[config.mk]
export PLATFORM = sky130hd
export DESIGN_NAME = register_file
export DESIGN_NICKNAME = d
export VERILOG_FILES = /design/src/rtl/register_file.sv
export SDC_FILE = /design/constraint.sdc
export NUM_CORES = 1
export LEC_CHECK = 0
export CORE_ASPECT_RATIO = 0.8
export CORE_UTILIZATION = 49
export DETAILED_ROUTE_END_ITERATION = 8
export PLACE_DENSITY = 0.79
export RECOVER_POWER = 100
export SLEW_MARGIN = 20
export SYNTH_ARGS = -nofsm -noshare
export SYNTH_HDL_FRONTEND = slang
export SYNTH_SLANG_ARGS = --single-unit
[constraint.sdc]
create_clock -name clock -period 7.1 [get_ports clock]
set_input_delay 1.065 -clock clock [delete_from_list [all_inputs] [get_ports clock]]
set_output_delay 1.065 -clock clock [all_outputs]
set_load 0.03 [all_outputs]
[src/rtl/register_file.sv]
// rtl/register_file.sv - 8x16 register file, two combinational read ports with write-through bypass
module register_file #(
    parameter int DATA_WIDTH = 16,
    parameter int ADDR_WIDTH = 3
) (
    input  logic                  clock,
    input  logic                  reset,
    input  logic                  p5,
    input  logic                  write_enable,
    input  logic [ADDR_WIDTH-1:0] write_addr,
    input  logic [DATA_WIDTH-1:0] write_data,
    input  logic [ADDR_WIDTH-1:0] read_addr_a,
    input  logic [ADDR_WIDTH-1:0] read_addr_b,
    output logic [DATA_WIDTH-1:0] data_a,
    output logic [DATA_WIDTH-1:0] data_b
);

    localparam int DEPTH = 2 ** ADDR_WIDTH;

    logic [DATA_WIDTH-1:0] regs_q [DEPTH];
    logic                  wr_fire;

    // A write is committed only outside reset; the same term gates the bypass.
    assign wr_fire = reset & p5 & write_enable;

    always_ff @(posedge clock) begin
        if (!reset) begin
            for (int i = 0; i < DEPTH; i++) begin
                regs_q[i] <= '0;
            end
        end else if (wr_fire) begin
            regs_q[write_addr] <= write_data;
        end
    end

    always_comb begin
        data_a = regs_q[read_addr_a];
        data_b = regs_q[read_addr_b];
        if (wr_fire && (write_addr == read_addr_a)) begin
            data_a = write_data;
        end
        if (wr_fire && (write_addr == read_addr_b)) begin
            data_b = write_data;
        end
    end

endmodule
Word-level counts from Yosys, hierarchy flattened:

Memory sizes are Yosys's and may differ from the RTL's.
Cells that the tools add are included.
Widths: inputs -> output; s select.

* output and inout bits: 32
* word-level logic and storage cells: 17
* RAM bits: 128
* register bits after elaboration: 0
* memories: 1
* input bits: 29

Memory list
* regs_q: depth 8, width 16, rd ports 2, clocked after memory_dff 0, write ports 8, line 20 `logic [DATA_WIDTH-1:0] regs_q [DEPTH];`

* bitwise operators: 2
* multiplexer cells: 9
* reductions and logical operators: 3
* equal/unequal tests: 2

Operators by type and width (number)
* $mux 16: 3
* $reduce_or 16->1: 1
* $eq 3x3->1: 2
* $mux 1: 5
* $mux 3: 1
* $and 1x1->1: 2
* $logic_and 1x1->1: 2

Longest topological paths before layout:

Gate-level depths: netlist of run 1.

* depth in word-level cells: 7
* gate-level depth with buffers: 6
* mapped depth without buffers: 3

Least setup slack after synthesis of run 1:

OpenSTA, ideal clock, no wires.

* path type: input-to-output
* from: input read_addr_a[1]
* to: output data_a[10]
* arrival time: 2482 ps
* path buffers: 2
* data required time: 6035 ps
* stages: 5
* slack: 3553 ps
* path through: clkbuf_1 -> clkbuf_1 -> mux4_1 -> mux2_2 -> mux2_2

* word-level cells in the longest chain between the ends: 3
* elaborated cells on any way between the ends: 4
* classes of those cells: eq/ne: 1; mux: 1; reduce/logical: 1; memory: 1

RTL lines
* start, declared: line 12 `input logic [ADDR_WIDTH-1:0] read_addr_a,`
* parallel branches: the longest is 2 deep, another holds $mem_v2 8x16
* $mux 16 (*): line 39 `if (wr_fire && (write_addr == read_addr_a)) begin`
* end, declared: line 14 `output logic [DATA_WIDTH-1:0] data_a,`

Mark *: on every way between the ends.

Worst setup path in the final report of run 1:

* from: input read_addr_b[1]
* to: output data_b[0]

* word-level cells in the longest chain between the ends: 3
* elaborated cells on any way between the ends: 4
* classes of those cells: eq/ne: 1; mux: 1; reduce/logical: 1; memory: 1

RTL lines
* start, declared: line 13 `input logic [ADDR_WIDTH-1:0] read_addr_b,`
* parallel branches: the longest is 2 deep, another holds $mem_v2 8x16
* $mux 16 (*): line 42 `if (wr_fire && (write_addr == read_addr_b)) begin`
* end, declared: line 15 `output logic [DATA_WIDTH-1:0] data_b`

Marked as above.

==> results.cfg, run 1 <==
[die]
design.core.area_mm2 = 0.0145
initial_core_util = 0.512
die_area_mm2 = 0.0157
fp.dieH_um = 112
die_w_um = 140
rows = 39
pin_count = 61

[layout]
largestRegisters = regs_q (128)
nNetsFinal = 539
regArea_mm2 = 0.00384
drive_above_1_share = 0.182
largest_register_ff_count = 128
multi_input_area_mm2 = 0.00339
fin_util = 0.598
fillers = 1063
largest-register = regs_q
n_antenna_cell = 0
syn_to_final_growth_pct = 16.7

[timing]
worstMarginPinSlew_ns = 3.20
finalSetupViolCount = 0
min_period_ns = 5.84
rsz0062_at_grt = false
hold_viol = 0
fin_hold_ws_ns = 1.53
tns_ns = 0
relSlewSlack = -1.15
maxSlewViolCount = 61
min_period_over_period = 0.822
fmax_mhz = 171

[clock_tree]
ctsRootBufferMaster = clkbuf_16
cts_setup_buffers = 0
clock_sinks = 128
ctsResizeCount = 0
cts_tree = yes
clk_pin_slew_worst_paths_ns = 0.05
htree_levels = 4
cts_inserted_buffers = 17
cts_max_path_buffers = 2
cts_hold_buf = 0

[synthesis]
synthAdderAreaFrac = 0
synth_cell_type_count = 19
yosysWarnings = 0
synth.net_count = 477
synth_seq_cells = 128
synthMuxAreaShare = 0.323
ys_seq_area_frac = 0.516
netlist_instances = 448
syn-cell-area_mm2 = 0.00745
synth_compound_area_frac = 0.00202
post_synth.cell_area_avg_um2 = 16.6
synth_top_family_by_area = multiplexers
yosys.area_share.simple = 0.125
synthXorXnorAreaFrac = 0.00706

[setup_path]
cp_data_required_time_ns = 6.03
start_kind = input pin
cp-startpoint = read_addr_b[1]
slowest_stage = clkbuf_1
critPathKind = input pin to primary output
crit_arrival_ns = 4.77
cp_top_family = buffers and inverters
cp_num_buf_inv = 4
crit_cells = 7
worstSetupEndpointType = primary output
critical_path.max_stage_delay_ns = 1.36
crit_end = data_b[0]
crit_path_max_fanout = 33
crit_chain = clkdlybuf4s50_1 -> clkbuf_1 -> xnor2_1 -> nand4_1 -> buf_4 -> mux2_2 -> dlygate4sd3_1

[power_and_ir_drop]
clkPwrFrac = 0.411
pwr-share-comb = 0.151
seq_power_share = 0.438
leakagePower_nw = 3.08
p_int_mw = 1.57
finalPower_mw = 2.04
vdd_drop_max_mv = 0.171
swShare = 0.230
p_per_area_mw_per_mm2 = 235
switching_power_uw = 470

[min_path]
min_path_type = input pin to flip-flop

[placed_design]
hpwl_um = 10500
portBuffers = 60
gp_congestion = 0.726

[global_route]
antenna_found_initial = 1
grt_pass1_vias = 4479
grt_use_total = 0.233
grt_pass1_wl_um = 26000
grt_max_degree = 34
overflow = 0

[routing]
drt_iter0_markers = 412
num_vias = 4397
drtPass1Iterations = 5
wl_per_cell_um = 24.5
drc_errors = 0
wirelength_um = 17300
vias_per_cell = 6.23
antenna_left = 0

[status]
violations = max-capacitance violations, max-slew violations
outcome = finished, violations left

[job]
maxCapViolCount = 3
==> layout make-up <==
class	count	area share
Clock inverter	8	0.0131
Timing Repair Buffer	77	0.0774
Multi-Input combinational cell	286	0.389
Clock buffer	23	0.0515
Tap cell	184	0.0265
Sequential cell	128	0.442
==> synthesized netlist by cell type <==
master	number	area (µm²)
and2_1	128	801
edfxtp_1	128	3840
mux2_2	64	721
mux4_1	64	1680
clkbuf_1	19	71.3
buf_6	9	101
nand2b_1	7	43.8
xnor2_1	6	52.6
buf_2	5	25.0
nand4_1	3	18.8
nor2_1	3	11.3
o21ai_0	3	15.0
nor3_1	2	10.0
nor3_2	2	20.0
and3_1	1	6.26
clkbuf_2	1	5.00
nand2_1	1	3.75
nand3_1	1	5.00
nor4_2	1	12.5
==> kinds of logic (layout without fill, tap and decap cells) <==
family,count (synthesis),in the layout
xor+xnor,6,6
buf+inv,34,108
compound gates,3,3
mux,128,128
simple gates,149,149
flops,128,128
==> metrics by stage <==
step / setup WS [ns] / cells / instance area, µm²
after floorplan: 3.55 / 448 / 7450
after global placement: 2.17 / 675 / 8200
after detailed placement: 2.15 / 675 / 8200
after CTS: 2.14 / 706 / 8760
after global routing: 1.05 / 706 / 8690
final: 1.26 / 706 / 8690
==> how the worst min path moves through the flow <==
stage	from	endpoint	slack (ns)	cells after the start
after global routing	write_data[1]	regs_q[5][1]	1.56	2
final	write_data[1]	regs_q[0][1]	1.53	2
after detailed placement	write_data[1]	regs_q[2][1]	1.94	2
after global placement	write_data[1]	regs_q[5][1]	1.93	2
after CTS	write_data[1]	regs_q[2][1]	1.52	2
after floorplan	write_data[0]	regs_q[0][0]	1.26	1
==> cells in the final DEF (no fill, tap or decap) <==
cell             instances
xnor2_1                  6
clkdlybuf4s50_1         30
nand4_1                  3
nor2_1                   3
nand3_1                  1
bufinv_16                3
clkbuf_16               17
clkbuf_1                18
dlygate4sd3_1           28
and2_0                  77
buf_2                    2
nor4_1                   1
clkinv_1                 1
and3_1                   1
and2_1                  51
edfxtp_1               128
nor3_1                   4
nand2_1                  1
mux2_2                  64
o21ai_0                  3
buf_4                    5
clkinv_2                 4
mux4_1                  64
nand2b_1                 7
==> per-layer routing <==
layer | GRT usage | part of all wire | vias up
li1 | - | - | 1927
met1 | 0.322 | 0.43 | 2250
met2 | 0.370 | 0.48 | 198
met3 | 0.0456 | 0.074 | 22
met4 | 0.0872 | 0.016 | 0
met5 | 0 | 0 | -
==> power by group through the flow <==
| stage | Clock, mW | Sequential (mW) | Combinational, mW |
|---|---|---|---|
| after floorplan | 0 | 0.900 | 0.210 |
| after global placement | 0 | 0.903 | 0.316 |
| after detailed placement | 0 | 0.909 | 0.318 |
| after CTS | 0.842 | 0.895 | 0.321 |
| after global routing | 0.874 | 0.900 | 0.326 |
| final | 0.839 | 0.895 | 0.309 |
No activity file was read; power rests on OpenSTA's default activity.
==> run 2, diff against run 1 <==
- PLACE_DENSITY: 0.79 -> 0.82
- clock period: 7.1 -> 4.9 ns (I/O delays scaled with it)
==> run 2 against run 1 <==
  * Sequential cell count is the same
  * First-iteration DRC count shrank 14%
  * Die area is the same
  * Critical path depth shrank 1
  * Core utilization grew 0.40 points
  * Worst hold slack lost 0.33 ns
  * Wire length grew 8.9%
  * The run now ends clean
  * Power grew 49%
  * Combinational power grew 46%
  * Largest power group unchanged
  * Global-route usage grew 2.0 points
  * Setup slack lost 0.85 ns
  * Via count grew 3.0%
  * Critical path type unchanged
==> results.cfg, run 2 (synthesis gave the netlist of run 1 again) <==
[power_and_ir_drop]
vdd_drop_max_mv = 0.234
finalPower_mw = 3.05
p_per_area_mw_per_mm2 = 348
leakagePower_nw = 3.11

[layout]
largest_register_ff_count = 128
syn_to_final_growth_pct = 17.5
nNetsFinal = 545
final_common_cell = edfxtp_1
n_antenna_cell = 0
most-common-layout-cells = edfxtp_1 (128), and2_0 (75), mux4_1 (64), mux2_2 (64), and2_1 (53)
largest-register = regs_q
drive_above_1_share = 0.198
fin_util = 0.602
largestRegisters = regs_q (128)
fillers = 1041

[clock_tree]
htree_levels = 4
cts_max_path_buffers = 2
cts_tree = yes
cts_setup_buffers = 0
clk_pin_slew_worst_paths_ns = 0.06
cts_hold_buf = 0
ctsResizeCount = 0
ctsRootBufferMaster = clkbuf_16
clock_sinks = 128
cts_inserted_buffers = 17

[setup_path]
crit_arrival_ns = 3.75
cp-startpoint = read_addr_a[1]
crit_path_max_fanout = 14
cp_data_required_time_ns = 4.16
critPathKind = input pin to primary output
worstSetupEndpointType = primary output
start_kind = input pin

[routing]
antenna_left = 0
drc_errors = 0
vias_per_cell = 6.35
wirelength_um = 18900
drt_iter0_markers = 356
num_vias = 4531
drtPass1Iterations = 4
wl_per_cell_um = 26.5

[timing]
min_period_ns = 4.48
rsz0062_at_grt = false
tns_ns = 0
worst_slack_ns = 0.416
fmax_mhz = 223
min_period_over_period = 0.915
finalSetupViolCount = 0
hold_viol = 0
relSlewSlack = 0.0701
maxSlewViolCount = 0
worstMarginPinSlew_ns = 1.39

[die]
pin_count = 61
die_area_mm2 = 0.0157
fp.dieH_um = 112
die_w_um = 140
design.core.area_mm2 = 0.0145
rows = 39
initial_core_util = 0.512

[job]
maxCapViolCount = 0

[global_route]
grt_use_total = 0.253
overflow = 0
grt_pass1_wl_um = 28300
antenna_found_initial = 0
grt_pass1_vias = 4805
grt_max_degree = 34

[status]
outcome = completed

[placed_design]
dpl_worst_slack_ns = 0.820
portBuffers = 60
hpwl_um = 11200
gp_congestion = 0.767

[min_path]
min_from = write_data[9]
holdPathStages = 2
min_path_type = input pin to flip-flop
-- run 2: routing by layer --
metal,GRT usage,up-vias,wire (µm)
met5,0,-,0
met4,0.104,0,543
met3,0.0461,48,1150
met2,0.448,199,9720
met1,0.308,2344,7450
li1,-,1940,-
-- run 2: through the flow --
step / hold slack, ns / cell area (µm²) / std cells
after detailed placement: 1.62 / 8230 / 681
final: 1.20 / 8750 / 713
after global routing: 1.23 / 8750 / 713
after floorplan: 0.933 / 7450 / 448
after global placement: 1.60 / 8230 / 681
after CTS: 1.19 / 8830 / 713
-- run 2: final timing paths --
kind / slack (ns) / endpoint
max: 0.42 / data_a[7]
min: 1.20 / regs_q[7][9]
-- run 2: layout make-up --
class | instances | area (µm²) | share of cell area
multi-input cells | 286 | 3390 | 0.387
clock buffers | 18 | 429 | 0.0490
flip-flops and latches | 128 | 3840 | 0.439
clock inverters | 14 | 171 | 0.0196
repair buffers | 83 | 692 | 0.0791
well taps | 184 | 230 | 0.0263
-- run 2: critical path, stage by stage --
cell	delay (ns)
dlygate4sd3_1	0.86
clkbuf_2	0.50
mux4_1	0.40
mux2_2	0.29
mux2_2	0.26
dlygate4sd3_1	0.68
-- run 2: where the power goes --
part           internal (mW)  leakage [nW]  total, mW  switching, mW
registers               1.27          1.22       1.30         0.0296
logic                  0.217          1.60      0.452          0.235
clock network          0.839         0.292       1.30          0.456
total                   2.33          3.11       3.05          0.720
==> variant 1, RTL diff (flow settings as in run 2) <==
Put a register stage on the output `data_a`, without a reset. The value now appears one clock later. The other outputs are not delayed to match.
--- a/src/rtl/register_file.sv
+++ b/src/rtl/register_file.sv
@@ -19,2 +19,4 @@
 
+    logic [DATA_WIDTH-1:0] data_a_d;
+
     logic [DATA_WIDTH-1:0] regs_q [DEPTH];
@@ -36,6 +38,6 @@
     always_comb begin
-        data_a = regs_q[read_addr_a];
+        data_a_d = regs_q[read_addr_a];
         data_b = regs_q[read_addr_b];
         if (wr_fire && (write_addr == read_addr_a)) begin
-            data_a = write_data;
+            data_a_d = write_data;
         end
@@ -46,2 +48,6 @@
 
+    always_ff @(posedge clock) begin
+        data_a <= data_a_d;
+    end
+
 endmodule
Formal check against the unedited RTL: not equivalent (a bounded check fails within 4 cycles, from zero or initial values).
==> variant 1 against run 2 <==
  * The flow now finishes with violations (capacitance limit, slew limit)
  * Total power up 6.0%
  * Worst setup slack better by 420 ps
  * Wire length up 1.8%
  * Sequential cell count up 16
  * Non-clock buffer count unchanged
  * Critical path depth unchanged
  * Core utilization down 0.66 points
  * Area after synthesis up 4.3%
  * Design area up 3.8%
==> variant 1: results (changes against run 2) <==
number of nets produced by synthesis=493 (+3.4%); share of synthesized area occupied by flip-flops and latches=0.5360 (+0.01995); met2 usage=0.4118 (-0.03624); # nets final=561 (+2.9%); final weighted congestion in routability-driven placement=0.7679 (about the same); highest fanout seen on the critical path=33 (+19); non-filler instance count after layout=755 (+5.9%); Post-CTS Resized=0 (unchanged); share of final-layout standard cells stronger than drive strength 1=0.1872 (-0.01133); Post-Place Cells=723 (+6.2%); class of the worst hold path=flip-flop to flip-flop; clock tree root buffer cell=sky130_fd_sc_hd__clkbuf_16; data arrival at the endpoint of the critical path=4380 ps (+630 ps); worst-case vdd ir drop=268.5 uV (+15%); GRT Overall Usage=0.2548 (+0.001593); maximum buffer depth of the clock tree=2 (unchanged); clock insertion delay at the later pin of the skew report=~430 ps; routed wirelength normalized by instance count=25.43 um (-3.9%); count of warnings emitted by yosys=0 (unchanged); met1 GRT Util=0.3354 (+0.02784); wire length of the first global-routing pass=28,890 um (+1.9%); largest registers in the final layout=regs_q x128, data_a x16; number of distinct library cells after synthesis=20 (+1); Max-cap violations=1 (+1); Synth Area per Inst=16.74 um^2 (+0.70%); number of port buffers=60 (unchanged); worst clock skew=between 9 and 10 ps; buffers inserted during post-CTS setup optimization=0 (unchanged); number of diodes added for antenna fixing=0 (unchanged); share of flip-flops with an asynchronous set or reset after synthesis=0 (unchanged); leading post-synthesis cells by cell area=sky130_fd_sc_hd__edfxtp_1 (49%), sky130_fd_sc_hd__mux4_1 (22%), sky130_fd_sc_hd__and2_1 (10%), sky130_fd_sc_hd__mux2_2 (9.3%), sky130_fd_sc_hd__dfxtp_1 (4.1%); hpwl dp=11,270 um (+0.87%); outcome=finished with violations; via/cell ratio=6.053 (-4.8%); violated checks=capacitance limit, slew limit; grt met3 use=0.06148 (+0.01541); TritonCTS clock tree=done; Worst setup startpoint=read_addr_a[1]; deepest level of the CTS H-tree=4 (unchanged); largest net degree at the start of global routing=34 (unchanged); filler cell count in the final layout=1,106 (+6.2%); Detailed Route Iter0 Violations=426 (+20%); FF-to-FF Start=regs_q[1][7]; vias in the first global route=4,855 (+1.0%); worst hold start=regs_q[4][0]; number of CTS-inserted buffers=17 (unchanged); number of flops mapped to enable cells by yosys=128 (unchanged); antenna violations before repair=0 (unchanged); Pre-Repair DR Iteration Count=4 (unchanged); standby leakage power=3.228 nW (+3.7%); pins over their slew limit=34 (+34); top post-synthesis cells by count=sky130_fd_sc_hd__and2_1 (128), sky130_fd_sc_hd__edfxtp_1 (128), sky130_fd_sc_hd__mux2_2 (64), sky130_fd_sc_hd__mux4_1 (64), sky130_fd_sc_hd__clkbuf_1 (19); total DRC errors in the routed layout=0 (unchanged); max_slew headroom=-0.3687 (-0.4388); register clock-pin slew on the reported worst setup and hold paths=60 ps (about the same)
==> variant 1: cell types whose count changed in the layout (fill, tap and decap cells not counted), sizes merged <==
cell | run 2 | this run
clkbuf | 37 | 40
clkinv | 8 | 7
dfxtp | 0 | 16
dlygate4sd3 | 26 | 27
clkdlybuf4s50 | 29 | 24
buf | 9 | 11
==> variant 1: cells by family (layout without fill, tap and decap cells) <==
group,count (synthesis),in the layout,synth area share
simple gates,149,149,0.1200
flops,144,144,0.5360
buf+inv,34,115,0.02609
xor+xnor,6,6,0.006764
mux,128,128,0.3092
compound gates,3,3,0.001932
==> variant 1: worst max-delay path, stage by stage <==
cell and delay, ps:
sky130_fd_sc_hd__dlygate4sd3_1 520, sky130_fd_sc_hd__clkbuf_1 1470, sky130_fd_sc_hd__xnor2_1 220, sky130_fd_sc_hd__nand4_1 640, sky130_fd_sc_hd__buf_4 470, sky130_fd_sc_hd__mux2_2 300
==> variant 1: metal layers <==
| layer | wire [um] | up-vias |
|---|---|---|
| met5 | 0 | - |
| met2 | 9351 | 220 |
| li1 | - | 1989 |
| met1 | 7938 | 2320 |
| met4 | 436 | 0 |
| met3 | 1475 | 41 |
==> variant 1: final timing paths <==
check / slack [ps] / to / cells after the start
max reg2reg: 3300 / data_a[7] / 3
min reg2reg: 830 / data_a[0] / 3
min: 830 / data_a[0] / 3
max: 830 / data_a[3] / 6
==> variant 1: power by group <==
group | switching [mW] | internal, mW
Clock | 0.489 | 0.842
Sequential | 0.0339 | 1.42
Combinational | 0.234 | 0.211
Total | 0.756 | 2.47
==> variant 1: area by class of cell <==
type	count	area, um^2	area share
clock buffer	19	432.9	0.04765
timing repair buffer	83	666.9	0.07340
sequential	144	4164	0.4583
clock inverter	13	168.9	0.01859
tap	210	262.8	0.02892
multi-input combinational	286	3391	0.3732
==> variant 1: through the flow <==
step | total power [mW] | hold slack, ps | instance area (um^2) | setup slack [ps]
global route | 3.329 | 871.0 | 9086 | 676.0
finish | 3.228 | 832.9 | 9086 | 832.2
detailed placement | 1.941 | 818.6 | 8574 | 936.4
global placement | 1.923 | 803.3 | 8574 | 969.3
floorplan | 1.762 | 781.4 | 7769 | 2013
CTS | 3.266 | 838.0 | 9176 | 918.1
==> variant 2, RTL diff (flow settings as in run 2) <==
Made on the original files. `ADDR_WIDTH`: 3 -> 2.
--- a/src/rtl/register_file.sv
+++ b/src/rtl/register_file.sv
@@ -3,3 +3,3 @@
     parameter int DATA_WIDTH = 16,
-    parameter int ADDR_WIDTH = 3
+    parameter int ADDR_WIDTH = 2
 ) (
Interface: changed (resized read_addr_a, read_addr_b and write_addr); port bits go from 61 to 58. No check against the original RTL was run, so the function may have changed too.
==> variant 2 against run 2 <==
  * The flow now finishes with violations (capacitance limit, slew limit)
  * Count of clock-buffer cells in the layout fell by 9
  * Sequential cell count fell by 64
  * Design area fell by 47%
  * Worst setup slack got worse by 2.6 ps
  * Total power fell by 51%
  * Fmax barely moved
  * Wire length fell by 59%
  * Area after synthesis fell by 49%
  * Via count fell by 51%
  * Largest cell class unchanged
==> variant 2: results (changes against run 2) <==
worst-case vdd ir drop=134.0 uV (-43%); hpwl dp=5120 um (-54%); area post-placement=4433 um^2 (-46%); outcome=finished with violations; max_slew headroom=-0.2189 (-0.2890); vias in the first global route=2,259 (-53%); Vias=2,206 (-51%); number of nets produced by synthesis=255 (-47%); deepest level of the CTS H-tree=3 (-1); clock tree root buffer cell=sky130_fd_sc_hd__clkbuf_8; wire length of the first global-routing pass=12,050 um (-57%); # nets final=314 (-42%); leading post-synthesis cells by cell area=sky130_fd_sc_hd__edfxtp_1 (50%), sky130_fd_sc_hd__mux4_2 (12%), sky130_fd_sc_hd__and2_1 (10%), sky130_fd_sc_hd__mux4_1 (8.3%), sky130_fd_sc_hd__mux2_4 (7.9%); GRT Overall Usage=0.2079 (-0.04532); highest fanout seen on the critical path=18 (+4); routed wirelength normalized by instance count=19.40 um (-27%); number of port buffers=57 (-5.0%); number of diodes added for antenna fixing=0 (unchanged); standby leakage power=1.632 nW (-48%); worst hold start=write_data[1]; number of flops mapped to enable cells by yosys=64 (-50%); buffers inserted during post-CTS setup optimization=0 (unchanged); largest registers in the final layout=regs_q x64; cell-internal power=1.128 mW (-52%); hold slack final=1189 ps (-9.150 ps); final weighted congestion in routability-driven placement=0.7449 (-2.9%); hold-critical path endpoint=regs_q[3][1]; share of final-layout standard cells stronger than drive strength 1=0.2491 (+0.05066); number of CTS-inserted buffers=9 (-8); number of distinct library cells after synthesis=20 (+1); violated checks=capacitance limit, slew limit; share of synthesized area occupied by flip-flops and latches=0.5038 (-0.01227); filler cell count in the final layout=574 (-45%); pins over their slew limit=17 (+17); Max-cap violations=1 (+1); largest net degree at the start of global routing=19 (-44%); Detailed Route Iter0 Violations=116 (-67%); top post-synthesis cells by count=sky130_fd_sc_hd__and2_1 (64), sky130_fd_sc_hd__edfxtp_1 (64), sky130_fd_sc_hd__mux2_4 (20), sky130_fd_sc_hd__mux4_2 (20)
## variant 2: cell families after synthesis
kind of cell           synth area share
buffers and inverters           0.04067
AND/OR/NAND/NOR                  0.1289
multiplexers                     0.3149
flip-flops                       0.5038
XOR/XNOR                       0.009182
AO/OA/AOI/OAI                  0.002624
## variant 2: worst max-delay path by stage
stage / start / to / slack [ps] / depth (start not counted)
final: reset / data_a[4] / 410 / 5
after global routing: reset / data_b[4] / 320 / 5
after CTS: reset / data_b[3] / 690 / 5
after detailed placement: reset / data_b[3] / 700 / 5
after global placement: reset / data_a[3] / 730 / 5
after floorplan: read_addr_b[1] / data_b[10] / 2260 / 4
## variant 2: cell type report
type / count / area, um^2 / area share
clock buffers: 9 / 123.9 / 0.02676
clock inverters: 7 / 110.1 / 0.02378
inverters: 1 / 3.754 / 0.0008108
multi-input cells: 146 / 1715 / 0.3705
flip-flops and latches: 64 / 1922 / 0.4151
well taps: 105 / 131.4 / 0.02838
repair buffers: 66 / 623.1 / 0.1346
## variant 2: layer usage
layer	vias to the layer above	wire, um	part of all wire	global-route usage
met5	-	0	0	0
met4	0	127	0.016	0.09420
met3	9	259	0.034	0.03614
met2	59	3839	0.50	0.3438
met1	1132	3493	0.45	0.2725
li1	1006	-	-	-
## variant 2: metrics by stage
stage / power [mW] / utilization / worst slack (ps) / std cells
3_5_place_dp: 0.9906 / 0.5941 / 703.1 / 382
2_1_floorplan: 0.8720 / - / 2259 / 229
3_3_place_gp: 0.9829 / 0.5941 / 730.8 / 382
6_report: 1.496 / 0.6204 / 412.9 / 398
5_1_grt: 1.544 / 0.6204 / 322.9 / 398
4_1_cts: 1.521 / 0.6254 / 692.8 / 398
## variant 2: critical path, cell delays in order
cell                            delay (ps)
sky130_fd_sc_hd__dlygate4sd3_1         610
sky130_fd_sc_hd__and3_1                610
sky130_fd_sc_hd__and3_2                690
sky130_fd_sc_hd__mux2_2                410
sky130_fd_sc_hd__dlygate4sd3_1         690
## variant 2: power by group through the flow
| stage | clock network, mW | logic (mW) | registers [mW] |
|---|---|---|---|
| final | 0.534 | 0.304 | 0.658 |
| after global routing | 0.560 | 0.322 | 0.663 |
| after CTS | 0.541 | 0.323 | 0.658 |
| after detailed placement | 0 | 0.321 | 0.669 |
| after global placement | 0 | 0.318 | 0.665 |
| after floorplan | 0 | 0.211 | 0.661 |
